===== config.mk =====
export PLATFORM = sky130hd
export DESIGN_NAME = uart_rx_deser
export DESIGN_NICKNAME = d
export VERILOG_FILES = /design/src/rtl/uart_rx_pkg.sv /design/src/rtl/uart_rx_sampler.sv /design/src/rtl/uart_rx_deser.sv
export SDC_FILE = /design/constraint.sdc
export NUM_CORES = 1
export LEC_CHECK = 0
export BUFFER_PORTS_ARGS = -buffer_cell sky130_fd_sc_hd__buf_2
export CORE_ASPECT_RATIO = 2
export CORE_MARGIN = 5
export CORE_UTILIZATION = 34
export DETAILED_ROUTE_END_ITERATION = 8
export HOLD_SLACK_MARGIN = 0.02
export SKIP_CTS_REPAIR_TIMING = 1
export SLEW_MARGIN = 0
export SYNTH_ARGS = -nofsm -noshare
export SYNTH_HDL_FRONTEND = slang
export SYNTH_SLANG_ARGS = --single-unit

===== constraint.sdc =====
create_clock -name CLK -period 2.6 [get_ports CLK]
set_input_delay 0.39 -clock CLK [delete_from_list [all_inputs] [get_ports CLK]]
set_output_delay 0.39 -clock CLK [all_outputs]
set_load 0.005 [all_outputs]

===== src/rtl/uart_rx_pkg.sv =====
// Shared definitions for the UART receive deserializer.
// Holds the FSM state encoding, the legal oversampling ratios, the parity
// type constants and two small helpers (prescale legalisation, 3-way vote).
package uart_rx_pkg;

  typedef enum logic [2:0] {
    ST_IDLE   = 3'd0,
    ST_START  = 3'd1,
    ST_DATA   = 3'd2,
    ST_PARITY = 3'd3,
    ST_STOP   = 3'd4
  } state_e;

  localparam logic [5:0] PRESCALE_8  = 6'd8;
  localparam logic [5:0] PRESCALE_16 = 6'd16;
  localparam logic [5:0] PRESCALE_32 = 6'd32;

  localparam logic PAR_EVEN = 1'b0;
  localparam logic PAR_ODD  = 1'b1;

  // Any ratio other than 8/16/32 falls back to 8.
  function automatic logic [5:0] legal_prescale(input logic [5:0] p);
    case (p)
      PRESCALE_8, PRESCALE_16, PRESCALE_32: legal_prescale = p;
      default:                              legal_prescale = PRESCALE_8;
    endcase
  endfunction

  // Majority of three samples.
  function automatic logic majority3(input logic [2:0] s);
    majority3 = (s[0] & s[1]) | (s[0] & s[2]) | (s[1] & s[2]);
  endfunction

endpackage


===== src/rtl/uart_rx_sampler.sv =====
// Edge counter and 3-sample majority voter for one UART bit period.
// Ports:
//   CLK, RST       oversampling clock, asynchronous active-low reset
//   rx_i           serial line (already synchronized if that option is built)
//   start_i        start bit seen in IDLE this cycle (that cycle is edge 0)
//   active_i       FSM is inside a frame
//   prescale_i     latched oversampling ratio P
//   bit_done_o     high on edge P-1 of the current bit
//   voted_o        majority of the samples at P/2-1, P/2, P/2+1
module uart_rx_sampler
  import uart_rx_pkg::*;
(
  input  logic       CLK,
  input  logic       RST,
  input  logic       rx_i,
  input  logic       start_i,
  input  logic       active_i,
  input  logic [5:0] prescale_i,
  output logic       bit_done_o,
  output logic       voted_o
);

  logic [5:0] edge_cnt_q, edge_cnt_d;
  logic [2:0] samp_q, samp_d;
  logic [5:0] mid_s;

  assign mid_s      = prescale_i >> 1;
  assign bit_done_o = active_i && (edge_cnt_q == (prescale_i - 6'd1));
  assign voted_o    = majority3(samp_q);

  // Next edge count and sample capture around the bit centre.
  always_comb begin
    edge_cnt_d = edge_cnt_q;
    samp_d     = samp_q;
    // The IDLE cycle that saw the start bit is edge 0, so START begins at 1.
    if (start_i) begin
      edge_cnt_d = 6'd1;
    end else if (bit_done_o) begin
      edge_cnt_d = 6'd0;
    end else if (active_i) begin
      edge_cnt_d = edge_cnt_q + 6'd1;
    end else begin
      edge_cnt_d = 6'd0;
    end
    if (active_i) begin
      if (edge_cnt_q == (mid_s - 6'd1)) begin
        samp_d[0] = rx_i;
      end else if (edge_cnt_q == mid_s) begin
        samp_d[1] = rx_i;
      end else if (edge_cnt_q == (mid_s + 6'd1)) begin
        samp_d[2] = rx_i;
      end else begin
        samp_d = samp_q;
      end
    end else begin
      samp_d = samp_q;
    end
  end

  // Counter and sample registers.
  always_ff @(posedge CLK or negedge RST) begin
    if (!RST) begin
      edge_cnt_q <= 6'd0;
      samp_q     <= 3'b111;
    end else begin
      edge_cnt_q <= edge_cnt_d;
      samp_q     <= samp_d;
    end
  end

endmodule


===== src/rtl/uart_rx_deser.sv =====
// UART receive deserializer: oversampled start/data/parity/stop reception.
// Ports:
//   CLK        oversampling clock (Prescale x baud)
//   RST        asynchronous active-low reset
//   RX_IN      serial line, idle high
//   Prescale   oversampling ratio 8/16/32 (others act as 8), latched per frame
//   PAR_EN     parity bit present, latched per frame
//   PAR_TYP    0 even / 1 odd parity, latched per frame
//   RX_P_Data  last good data word (LSB received first)
//   RX_D_VLD   one-cycle pulse when RX_P_Data has just been updated
//   PAR_ERR    parity mismatch on the last frame
//   STP_ERR    stop bit sampled low on the last frame
// Build option: define UART_RX_SYNC_EN to insert a 2-flop synchronizer
// (reset to 1) on RX_IN, adding 2 CLK of latency.
module uart_rx_deser
  import uart_rx_pkg::*;
#(
  parameter int unsigned WIDTH = 8
)
(
  input  logic             CLK,
  input  logic             RST,
  input  logic             RX_IN,
  input  logic [5:0]       Prescale,
  input  logic             PAR_EN,
  input  logic             PAR_TYP,
  output logic [WIDTH-1:0] RX_P_Data,
  output logic             RX_D_VLD,
  output logic             PAR_ERR,
  output logic             STP_ERR
);

  localparam int BCW = (WIDTH > 1) ? $clog2(WIDTH) : 1;

  logic rx_s;

`ifdef UART_RX_SYNC_EN
  logic [1:0] sync_q;
  // Two-flop synchronizer; resets to the idle level.
  always_ff @(posedge CLK or negedge RST) begin
    if (!RST) begin
      sync_q <= 2'b11;
    end else begin
      sync_q <= {sync_q[0], RX_IN};
    end
  end
  assign rx_s = sync_q[1];
`else
  assign rx_s = RX_IN;
`endif

  state_e             state_q, state_d;
  logic [BCW-1:0]     bit_cnt_q, bit_cnt_d;
  logic [WIDTH-1:0]   shift_q, shift_d;
  logic [5:0]         pres_q, pres_d;
  logic               pen_q, pen_d;
  logic               ptyp_q, ptyp_d;
  logic [WIDTH-1:0]   data_q, data_d;
  logic               vld_q, vld_d;
  logic               par_err_q, par_err_d;
  logic               stp_err_q, stp_err_d;
  logic               rx_prev_q;
  logic               start_s, bit_done_s, voted_s, exp_par_s;

  // Starts need a falling edge; rx_prev_q resets low so a line still low
  // after reset release is not mistaken for a start bit.
  assign start_s   = (state_q == ST_IDLE) && !rx_s && rx_prev_q;
  assign exp_par_s = (^shift_q) ^ (ptyp_q == PAR_ODD);

  uart_rx_sampler u_sampler (
    .CLK        (CLK),
    .RST        (RST),
    .rx_i       (rx_s),
    .start_i    (start_s),
    .active_i   (state_q != ST_IDLE),
    .prescale_i (pres_q),
    .bit_done_o (bit_done_s),
    .voted_o    (voted_s)
  );

  // Next-state and register updates for the frame FSM.
  always_comb begin
    state_d   = state_q;
    bit_cnt_d = bit_cnt_q;
    shift_d   = shift_q;
    pres_d    = pres_q;
    pen_d     = pen_q;
    ptyp_d    = ptyp_q;
    data_d    = data_q;
    vld_d     = 1'b0;
    par_err_d = par_err_q;
    stp_err_d = stp_err_q;
    case (state_q)
      ST_IDLE: begin
        if (start_s) begin
          state_d   = ST_START;
          pres_d    = legal_prescale(Prescale);
          pen_d     = PAR_EN;
          ptyp_d    = PAR_TYP;
          bit_cnt_d = '0;
          par_err_d = 1'b0;
          stp_err_d = 1'b0;
        end else begin
          state_d = ST_IDLE;
        end
      end
      ST_START: begin
        if (bit_done_s) begin
          state_d = voted_s ? ST_IDLE : ST_DATA;
        end else begin
          state_d = ST_START;
        end
      end
      ST_DATA: begin
        if (bit_done_s) begin
          shift_d = {voted_s, shift_q[WIDTH-1:1]};
          if (bit_cnt_q == BCW'(WIDTH - 1)) begin
            bit_cnt_d = '0;
            state_d   = pen_q ? ST_PARITY : ST_STOP;
          end else begin
            bit_cnt_d = bit_cnt_q + BCW'(1);
          end
        end else begin
          state_d = ST_DATA;
        end
      end
      ST_PARITY: begin
        if (bit_done_s) begin
          par_err_d = (voted_s != exp_par_s);
          state_d   = ST_STOP;
        end else begin
          state_d = ST_PARITY;
        end
      end
      ST_STOP: begin
        if (bit_done_s) begin
          stp_err_d = !voted_s;
          state_d   = ST_IDLE;
          if (voted_s && !par_err_q) begin
            vld_d  = 1'b1;
            data_d = shift_q;
          end else begin
            vld_d = 1'b0;
          end
        end else begin
          state_d = ST_STOP;
        end
      end
      default: state_d = ST_IDLE;
    endcase
  end

  // State and datapath registers.
  always_ff @(posedge CLK or negedge RST) begin
    if (!RST) begin
      state_q   <= ST_IDLE;
      bit_cnt_q <= '0;
      shift_q   <= '0;
      pres_q    <= PRESCALE_8;
      pen_q     <= 1'b0;
      ptyp_q    <= PAR_EVEN;
      data_q    <= '0;
      vld_q     <= 1'b0;
      par_err_q <= 1'b0;
      stp_err_q <= 1'b0;
      rx_prev_q <= 1'b0;
    end else begin
      state_q   <= state_d;
      bit_cnt_q <= bit_cnt_d;
      shift_q   <= shift_d;
      pres_q    <= pres_d;
      pen_q     <= pen_d;
      ptyp_q    <= ptyp_d;
      data_q    <= data_d;
      vld_q     <= vld_d;
      par_err_q <= par_err_d;
      stp_err_q <= stp_err_d;
      rx_prev_q <= rx_s;
    end
  end

  assign RX_P_Data = data_q;
  assign RX_D_VLD  = vld_q;
  assign PAR_ERR   = par_err_q;
  assign STP_ERR   = stp_err_q;

endmodule

==> impl_metrics.toml, run 1 <==
[status]
outcome = "finished, final reports clean"

[sta]
drv_slew = 0
finClkSkew_ns = 0.00567
min_period_ns = 2.42
rsz0062_at_grt = "no"
slew_headroom_pct = 37.7
hold_viol = 0
setup_viol = 0
setup_tns_ns = 0
tightest_slew_ns = 0.934
fmax_mhz = 413
fin_crit_sh_pct = 93.0

[critical_path]
end_kind = "register"
worstSetupPathType = "register to register"
reg2reg_from = "pres_q[1]"
required_ns = 2.77
worstPathCellList = "inv_1 > ha_1 > nor3b_2 > and3_1 > o211ai_2 > a2111oi_4 > buf_4 > mux2_2"
max_stage_delay_ns = 0.44
start_kind = "register"
cp_max_fo = 8
critical_path.slowest_cell = "dfrtp_2"
crit_start = "pres_q[1]"
cp.arrival_ns = 2.59

[grt]
grt_antenna_before_repair = 0
gr-usage-all-layers_pct = 12.4
grt-ovfl-total = 0
grt_max_degree = 44
first_global_vias = 1829
grt_pass1_wl_um = 8610

[cells_and_area]
seq_area_um2 = 1080
nFillCells = 753
synthToLayoutAreaGrowth_pct = 16.4
multiInputGateArea_um2 = 1270
n_antenna_cell = 0
layout-drive-gt1-share_pct = 29.8
final_cells = 345
fin_nets = 272

[synthesis]
synthTopCellsByCount = "dfrtp_1 (39), mux2_2 (22), xnor2_1 (19), nand2_1 (15), xor2_1 (13)"
synthMuxAreaShare_pct = 12.6
synth_area_leaders = "dfrtp_1 (40%), mux2_2 (10%), xnor2_1 (6.8%)"
synth_xor_area_share_pct = 11.5
synth-seq-area-share_pct = 44.3
synthArstFlopShare_pct = 100
ys_seq_elements = 43
synth.avg_cell_area_um2 = 10.9
synth_top_family_by_area = "simple AND/OR/NAND/NOR gates"
synth_edf_count = 0
yosysTopAreaCell = "dfrtp_1"
synth_compound_area_share_pct = 8.61
syn_nets = 241
yosys.area_share.simple_pct = 15.1
synthFlopType = "dfrtp_1"
synth_fa_ha_area_share_pct = 4.00
synth_top_cell_area_share_pct = 40.0
yosysMostFrequentCell = "dfrtp_1"
syn_area_um2 = 2440
synth_warnings = 0
synthCells = 223
ys_types = 48

[power]
peakVddDrop_mv = 0.466
p_leak_uw = 0.00127
p_per_area_nw_per_um2 = 456

[clocking]
clock_sinks = 43
cts_made_buffers = 5
clk_latency_ns = 0.29
clockBufferDepth = 2
path_clk_slew_ns = 0.05
h-tree-depth = 2
root_buffer = "clkbuf_16"
cts_tree = "done"

[detailed_routing]
num_vias = 1752
dr.pass1.iters = 4
vias_per_cell = 5.08
drc = 0
drt-wirelength-per-cell_um = 15.1
detail-route-antenna-nets = 0
drtIter0Drc = 22
wl_um = 5210

[placement]
dpl.hpwl_um = 4010
finalWeightedCongestion = 0.811
placed_cells = 336
numPortBuffers = 21

[floorplan]
fp.dieW_um = 69.9
num_io_pins = 22
dieArea_um2 = 9080
start_util_pct = 34.9
rows = 43
die_h_um = 130
core_area_um2 = 6990

[worst_hold_path]
hold_path.class = "input port to async pin"

[job]
cap_violations = 0
-- layer usage --
layer | track usage [%] | wire, um
met1 | 10.5 | 1730
met2 | 25.3 | 3170
met3 | 2.08 | 103
met4 | 8.01 | 211
met5 | 0 | 0
-- state kept, by name, indices dropped and copies added, names as in the netlist --
name and count:
RX_P_Data 8, shift_q 8, pres_q 6, u_sampler.edge_cnt_q 6, bit_cnt_q 3, state_q 3, u_sampler.samp_q 3, PAR_ERR 1
RX_D_VLD 1, STP_ERR 1, pen_q 1, ptyp_q 1, rx_prev_q 1
-- per-stage QoR --
step	hold slack [ns]	instance area (um2)	total power, uW	setup slack [ns]	utilization (%)
2_1_floorplan	0.0944	2440	694	0.219	-
6_report	0.238	2840	1290	0.181	40.6
3_5_place_dp	0.496	2690	720	0.171	38.5
4_1_cts	0.255	2830	1320	0.150	40.5
5_1_grt	0.257	2840	1340	0.0160	40.6
3_3_place_gp	0.487	2690	719	0.226	38.5
-- layout make-up --
cell class	instances	area share, %
Sequential cell	43	38.1
Timing Repair Buffer	34	7.14
Inverter	9	1.19
Tap cell	90	3.96
Clock buffer	7	4.67
Clock inverter	1	0.176
Multi-Input combinational cell	161	44.8
-- cells by family (layout without fill, tap and decap cells) --
kind of cell    after synthesis  in the layout
compound gates               26             26
xor+xnor                     32             32
fa+ha+maj                     8              8
buf+inv                      19             51
flops                        43             43
mux                          28             28
simple gates                 67             67
-- worst max-delay path, delay by kind of cell (launching register included) --
kind	cells	cell delay (ns)
buffers and inverters	2	0.33
and+or+nand+nor	2	0.45
adders and majority gates	1	0.21
DFF	1	0.44
AOI/OAI and AO/OA	2	0.52
muxes	1	0.34
-- cells in the final DEF, fill, tap and decap left out, types with 3 or more instances in the layout --
| cell | instances |
|---|---|
| nand2_1 | 15 |
| nor4_1 | 5 |
| buf_4 | 13 |
| ha_1 | 7 |
| and2_1 | 3 |
| mux2i_1 | 6 |
| mux2_2 | 22 |
| o21ai_0 | 5 |
| buf_2 | 21 |
| and3_1 | 3 |
| nor2b_1 | 3 |
| nor3_1 | 6 |
| dfrtp_1 | 38 |
| xor2_1 | 13 |
| a21oi_1 | 3 |
| clkbuf_16 | 5 |
| nand4_1 | 3 |
| nor2_1 | 7 |
| o41ai_1 | 3 |
| xnor2_1 | 19 |
| nand3_1 | 6 |
| inv_1 | 9 |
| dfstp_2 | 4 |
| nand2b_1 | 5 |
-- report_power, final --
| part | internal (uW) | total, uW | switching [uW] |
|---|---|---|---|
| combinational | 11.1 | 32.5 | 21.4 |
| sequential | 673 | 674 | 0.977 |
| clock | 354 | 588 | 234 |
-- path summary, 6_finish.rpt --
path                       cells past startpoint  slack, ns      endpoint
min in group CLK                               1       0.26     rx_prev_q
setup reg to reg                               8       0.18  RX_P_Data[3]
max in group asynchronous                      1       1.72     pres_q[1]
hold reg to reg                                1       0.51  RX_P_Data[5]
hold / removal                                 1       0.24  bit_cnt_q[2]
setup / recovery                               8       0.18  RX_P_Data[3]
(Power assumes the default switching activity.)
==> run 2: changes to the inputs <==
--- a/config.mk
+++ b/config.mk
@@ -6,11 +6,14 @@
 export NUM_CORES = 1
 export LEC_CHECK = 0
 export BUFFER_PORTS_ARGS = -buffer_cell sky130_fd_sc_hd__buf_2
+export CELL_PAD_IN_SITES_DETAIL_PLACEMENT = 0
+export CELL_PAD_IN_SITES_GLOBAL_PLACEMENT = 1
 export CORE_ASPECT_RATIO = 2
 export CORE_MARGIN = 5
 export CORE_UTILIZATION = 34
 export DETAILED_ROUTE_END_ITERATION = 8
 export HOLD_SLACK_MARGIN = 0.02
+export PLACE_DENSITY_LB_ADDON = 0.1
 export SKIP_CTS_REPAIR_TIMING = 1
 export SLEW_MARGIN = 0
 export SYNTH_ARGS = -nofsm -noshare
==> run 2 against run 1 <==
Against the previous run: final area increased by 2.4%; clock skew increased by 0.0016 ns; combinational power decreased by 2%; register-to-register slack improved by 0.08 ns; first-iteration DRC count increased by 130%; critical path type unchanged; via count decreased by 2.8%; utilization increased by 0.98 points; worst hold slack improved by 0.0013 ns; count of clock-buffer cells in the layout decreased by 2; sequential share of layout area decreased by 0.94 points.
==> impl_metrics.toml, run 2 (same netlist as run 1, synthesis figures left out) <==
[status]
outcome = "finished, final reports clean"

[grt]
grt_max_degree = 44
first_global_vias = 1823
grt_pass1_wl_um = 9270
grt_antenna_before_repair = 0
grt-ovfl-total = 0
gr-usage-all-layers_pct = 13.2

[clocking]
clk_latency_ns = 0.29
clockBufferDepth = 2
clock_sinks = 43
path_clk_slew_ns = 0.06
root_buffer = "clkbuf_16"
cts_tree = "done"
h-tree-depth = 2
cts_made_buffers = 5

[worst_hold_path]
hold_path.class = "input port to async pin"

[cells_and_area]
synthToLayoutAreaGrowth_pct = 19.2
seq_area_um2 = 1080
multiInputGateArea_um2 = 1270
fin_nets = 274
layout-drive-gt1-share_pct = 30.7
n_antenna_cell = 0
final_common_cell = "dfrtp_1"
nFillCells = 722
final_cell_mix = "dfrtp_1 (39), mux2_2 (22), buf_2 (21)"

[detailed_routing]
vias_per_cell = 4.91
num_vias = 1703
detail-route-antenna-nets = 0
drt-wirelength-per-cell_um = 15.5
wl_um = 5370
drtIter0Drc = 51
dr.pass1.iters = 4
drc = 0

[critical_path]
rr_endpoint = "u_sampler.samp_q[2]"
cp-endpoint = "u_sampler.samp_q[2]"
required_ns = 2.81
crit_start = "pres_q[5]"
cp.arrival_ns = 2.55
reg2reg_from = "pres_q[5]"
start_kind = "register"
rrSetupSlack_ns = 0.26
cp_max_fo = 6
worstSetupPathType = "register to register"
end_kind = "register"
r2r_cells = 6

[sta]
fmax_mhz = 428
slew_headroom_pct = 36.8
finClkSkew_ns = 0.00723
drv_slew = 0
fin_crit_sh_pct = 90.0
tightest_slew_ns = 0.948
setup_tns_ns = 0
fin_ws_ns = 0.261
setup_viol = 0
min_period_ns = 2.34
rsz0062_at_grt = "no"
hold_viol = 0

[placement]
finalWeightedCongestion = 0.736
numPortBuffers = 21
dpl.hpwl_um = 4260
dp_slack_ns = 0.225

[floorplan]
die_h_um = 130
core_area_um2 = 6990
num_io_pins = 22
fp.dieW_um = 69.9
dieArea_um2 = 9080
rows = 43
start_util_pct = 34.9

[power]
p_per_area_nw_per_um2 = 519
peakVddDrop_mv = 0.429
p_leak_uw = 0.00130

[job]
cap_violations = 0
==> run 2: cell count changes in the layout (fill, tap and decap cells not counted) <==
| cell | previous run | this run |
|---|---|---|
| dfrtp_1 | 38 | 39 |
| buf_4 | 13 | 15 |
| clkbuf_1 | 2 | 0 |
| clkinv_2 | 1 | 0 |
| dfrtp_2 | 1 | 0 |
| bufinv_16 | 0 | 2 |
| clkinvlp_4 | 0 | 1 |
==> run 2: worst max-delay path: stages (launching register included) <==
cell	delay [ns]
dfrtp_1	0.48
xnor2_1	0.45
a22o_1	0.20
a22oi_1	0.08
a2111oi_0	0.53
buf_4	0.20
mux2_2	0.32
==> run 2: worst min path at each step <==
stage / startpoint / endpoint / slack (ns) / depth (start not counted)
floorplan: RST / PAR_ERR / 0.09 / 0
global placement: RX_P_Data[4] / RX_P_Data[4] / 0.49 / 1
detailed placement: RX_P_Data[2] / RX_P_Data[2] / 0.49 / 1
CTS: RX_IN / rx_prev_q / 0.26 / 1
global route: RX_IN / rx_prev_q / 0.27 / 1
finish: RST / bit_cnt_q[1] / 0.24 / 1
==> run 2: report_power, final <==
group | total, uW | internal (uW) | switching (uW) | leakage [uW]
Sequential | 674 | 673 | 1.15 | 0.000564
Clock | 802 | 550 | 253 | 0.0000900
Combinational | 32.0 | 11.1 | 20.8 | 0.000649
Total | 1510 | 1230 | 275 | 0.00130
==> run 2: metrics by stage <==
step           hold WS [ns]  total power, uW  cell area (um2)  utilization [%]  std cells
2_1_floorplan        0.0944              694             2440                -        223
3_3_place_gp          0.489              720             2720             38.8        339
3_5_place_dp          0.492              720             2720             38.8        339
4_1_cts               0.259             1540             2910             41.6        347
5_1_grt               0.266             1570             2910             41.6        347
6_report              0.239             1510             2910             41.6        347
==> run 2: per-layer routing <==
layer	global-route usage [%]	part of all wire, %	vias up
met5	0	0	-
met4	5.08	2.3	0
met3	2.62	2.7	8
met2	26.1	60	21
met1	13.3	36	822
li1	-	-	852
==> run 2: area by class of cell <==
cell class / instances / area share (%)
Timing Repair Buffer: 36 / 7.48
Clock buffer: 5 / 4.30
Inverter: 9 / 1.16
Multi-Input combinational cell: 161 / 43.7
Sequential cell: 43 / 37.2
Tap cell: 90 / 3.87
Clock inverter: 3 / 2.32
==> run 3: changes to the inputs <==
--- a/config.mk
+++ b/config.mk
@@ -18,4 +18,5 @@
 export SLEW_MARGIN = 0
 export SYNTH_ARGS = -nofsm -noshare
 export SYNTH_HDL_FRONTEND = slang
+export SYNTH_HIERARCHICAL = 1
 export SYNTH_SLANG_ARGS = --single-unit
==> run 3 against run 2 <==
Against the previous run: utilization decreased by 1.9 points; synthesized cell count increased by 7.6%; flip-flop and latch count unchanged; non-clock buffer count decreased by 8; sequential share of layout area increased by 0.92 points; worst hold slack improved by 0.0050 ns; sequential power about the same; wire length decreased by 5.9%; clock power decreased by 9.2%; die area increased by 1.1%.
==> impl_metrics.toml, run 3 <==
[synthesis]
synth.avg_cell_area_um2 = 10.3
synth_edf_count = 0
synth_top_cell_area_share_pct = 39.5
synth_area_leaders = "dfrtp_1 (39%), xnor2_1 (6.4%), nand2_1 (6.2%)"
synthTopCellsByCount = "nand2_1 (41), dfrtp_1 (39), xnor2_1 (18), nand3_1 (16), xor2_1 (11)"
synthCells = 240
yosysTopAreaCell = "dfrtp_1"
syn_area_um2 = 2470
synthFlopType = "dfrtp_1"
synth-seq-area-share_pct = 43.7
syn_nets = 258
synthArstFlopShare_pct = 100
synth_warnings = 6
ys_types = 50
yosysMostFrequentCell = "nand2_1"
ys_seq_elements = 43

[detailed_routing]
num_vias = 1711
wl_um = 5060
drt-wirelength-per-cell_um = 14.2
vias_per_cell = 4.81
drc = 0
drtIter0Drc = 81
dr.pass1.iters = 4
detail-route-antenna-nets = 0

[floorplan]
rows = 44
num_io_pins = 22
fp.dieW_um = 70.3
die_h_um = 131
dieArea_um2 = 9180
core_area_um2 = 7160
start_util_pct = 34.5

[power]
swShare_pct = 20.5
peakVddDrop_mv = 0.458
power_frac_seq_pct = 46.9
p_per_area_nw_per_um2 = 506
p_comb_share_pct = 2.4
power_frac_clock_pct = 50.7
internal_power_uw = 1140
switching_power_uw = 295
p_leak_uw = 0.00133

[clocking]
root_buffer = "clkbuf_16"
h-tree-depth = 2
clockBufferDepth = 2
cts_made_buffers = 5
path_clk_slew_ns = 0.06
cts_tree = "done"
clk_latency_ns = 0.28
clock_sinks = 43

[critical_path]
start_kind = "register"
cp.arrival_ns = 2.50
worstSetupPathType = "register to register"
cp_max_fo = 9
rrSetupSlack_ns = 0.27
reg2reg_from = "pres_q[1]"
crit_start = "pres_q[1]"
required_ns = 2.77
end_kind = "register"

[grt]
grt_antenna_before_repair = 0
grtUsageMet3_pct = 2.68
top_usage_layer = "met2"
grt-ovfl-total = 0
grt_pass1_wl_um = 8620
gr-usage-all-layers_pct = 11.9
use_met1_pct = 15.9
grt_max_degree = 43
first_global_vias = 1707
grt_use_met2_pct = 18.9

[placement]
placed_cells = 348
placed_area_um2 = 2660
finalWeightedCongestion = 0.819
numPortBuffers = 21
dpl.hpwl_um = 3720

[cells_and_area]
final_util_pct = 39.7
fin_area_um2 = 2840
synthToLayoutAreaGrowth_pct = 14.9
n_antenna_cell = 0
final_cell_mix = "nand2_1 (40), dfrtp_1 (39), buf_2 (21)"
layout-drive-gt1-share_pct = 23.9
final_common_cell = "nand2_1"
fin_nets = 281
final_cells = 356

[worst_hold_path]
hold_path.class = "input port to async pin"

[sta]
fin_crit_sh_pct = 89.7
setup_tns_ns = 0
tightest_slew_ns = 0.935
timing.hold.ws_ns = 0.244
drv_slew = 0
setup_viol = 0
hold_viol = 0
min_period_ns = 2.33
fmax_mhz = 429
rsz0062_at_grt = "no"
slew_headroom_pct = 37.7
finClkSkew_ns = 0.00358

[job]
cap_violations = 0

[status]
outcome = "finished, final reports clean"
==> run 3: area by class of cell <==
| class | count | area, um2 |
|---|---|---|
| multi-input cells | 174 | 1270 |
| clock inverters | 3 | 46.3 |
| well taps | 92 | 115 |
| clock buffers | 5 | 125 |
| fillers | 719 | 4320 |
| flip-flops and latches | 43 | 1080 |
| inverters | 11 | 41.3 |
| repair buffers | 28 | 158 |
==> run 3: critical path: stages (launching register included) <==
cell and delay (ns):
dfrtp_1 0.38, inv_1 0.11, ha_1 0.28, and3_1 0.19, o221ai_1 0.16, a2111oi_4 0.35
and2b_1 0.30, nand2_4 0.15, mux2_2 0.30
==> run 3: logic make-up (layout without fill, tap and decap cells) <==
kind of cell,count (synthesis),count (layout),synth area share (%)
DFF,43,43,43.7
AOI/OAI and AO/OA,24,24,7.85
muxes,13,13,5.87
xor gates and xnor gates,32,32,13.0
buffers and inverters,23,47,4.91
adders and majority gates,8,8,3.95
and+or+nand+nor,97,97,20.7
==> run 3: worst paths after layout <==
kind / to / cells past startpoint
max: RX_P_Data[2] / 8
min: RX_D_VLD / 1
max reg2reg: RX_P_Data[2] / 8
max in group asynchronous: u_sampler/samp_q[1] / 2
min in group CLK: rx_prev_q / 1
min reg2reg: bit_cnt_q[0] / 1
==> run 3: stage by stage <==
step / power (uW) / setup slack (ns)
after floorplan: 695 / 0.0725
after global placement: 721 / 0.248
after detailed placement: 722 / 0.151
after CTS: 1460 / 0.145
after global routing: 1490 / 0.0899
final: 1440 / 0.268
==> run 3: power groups by stage <==
stage / Sequential (uW) / Clock [uW] / Combinational, uW
finish: 674 / 728 / 34.0
global route: 673 / 779 / 39.6
CTS: 674 / 751 / 35.8
detailed placement: 686 / 0 / 35.6
global placement: 686 / 0 / 35.4
floorplan: 686 / 0 / 9.31
==> run 3: routing by layer <==
| metal | wire (um) | up-vias |
|---|---|---|
| met5 | 0 | - |
| met4 | 72 | 0 |
| met3 | 156 | 4 |
| met2 | 2430 | 23 |
| met1 | 2400 | 825 |
| li1 | - | 859 |
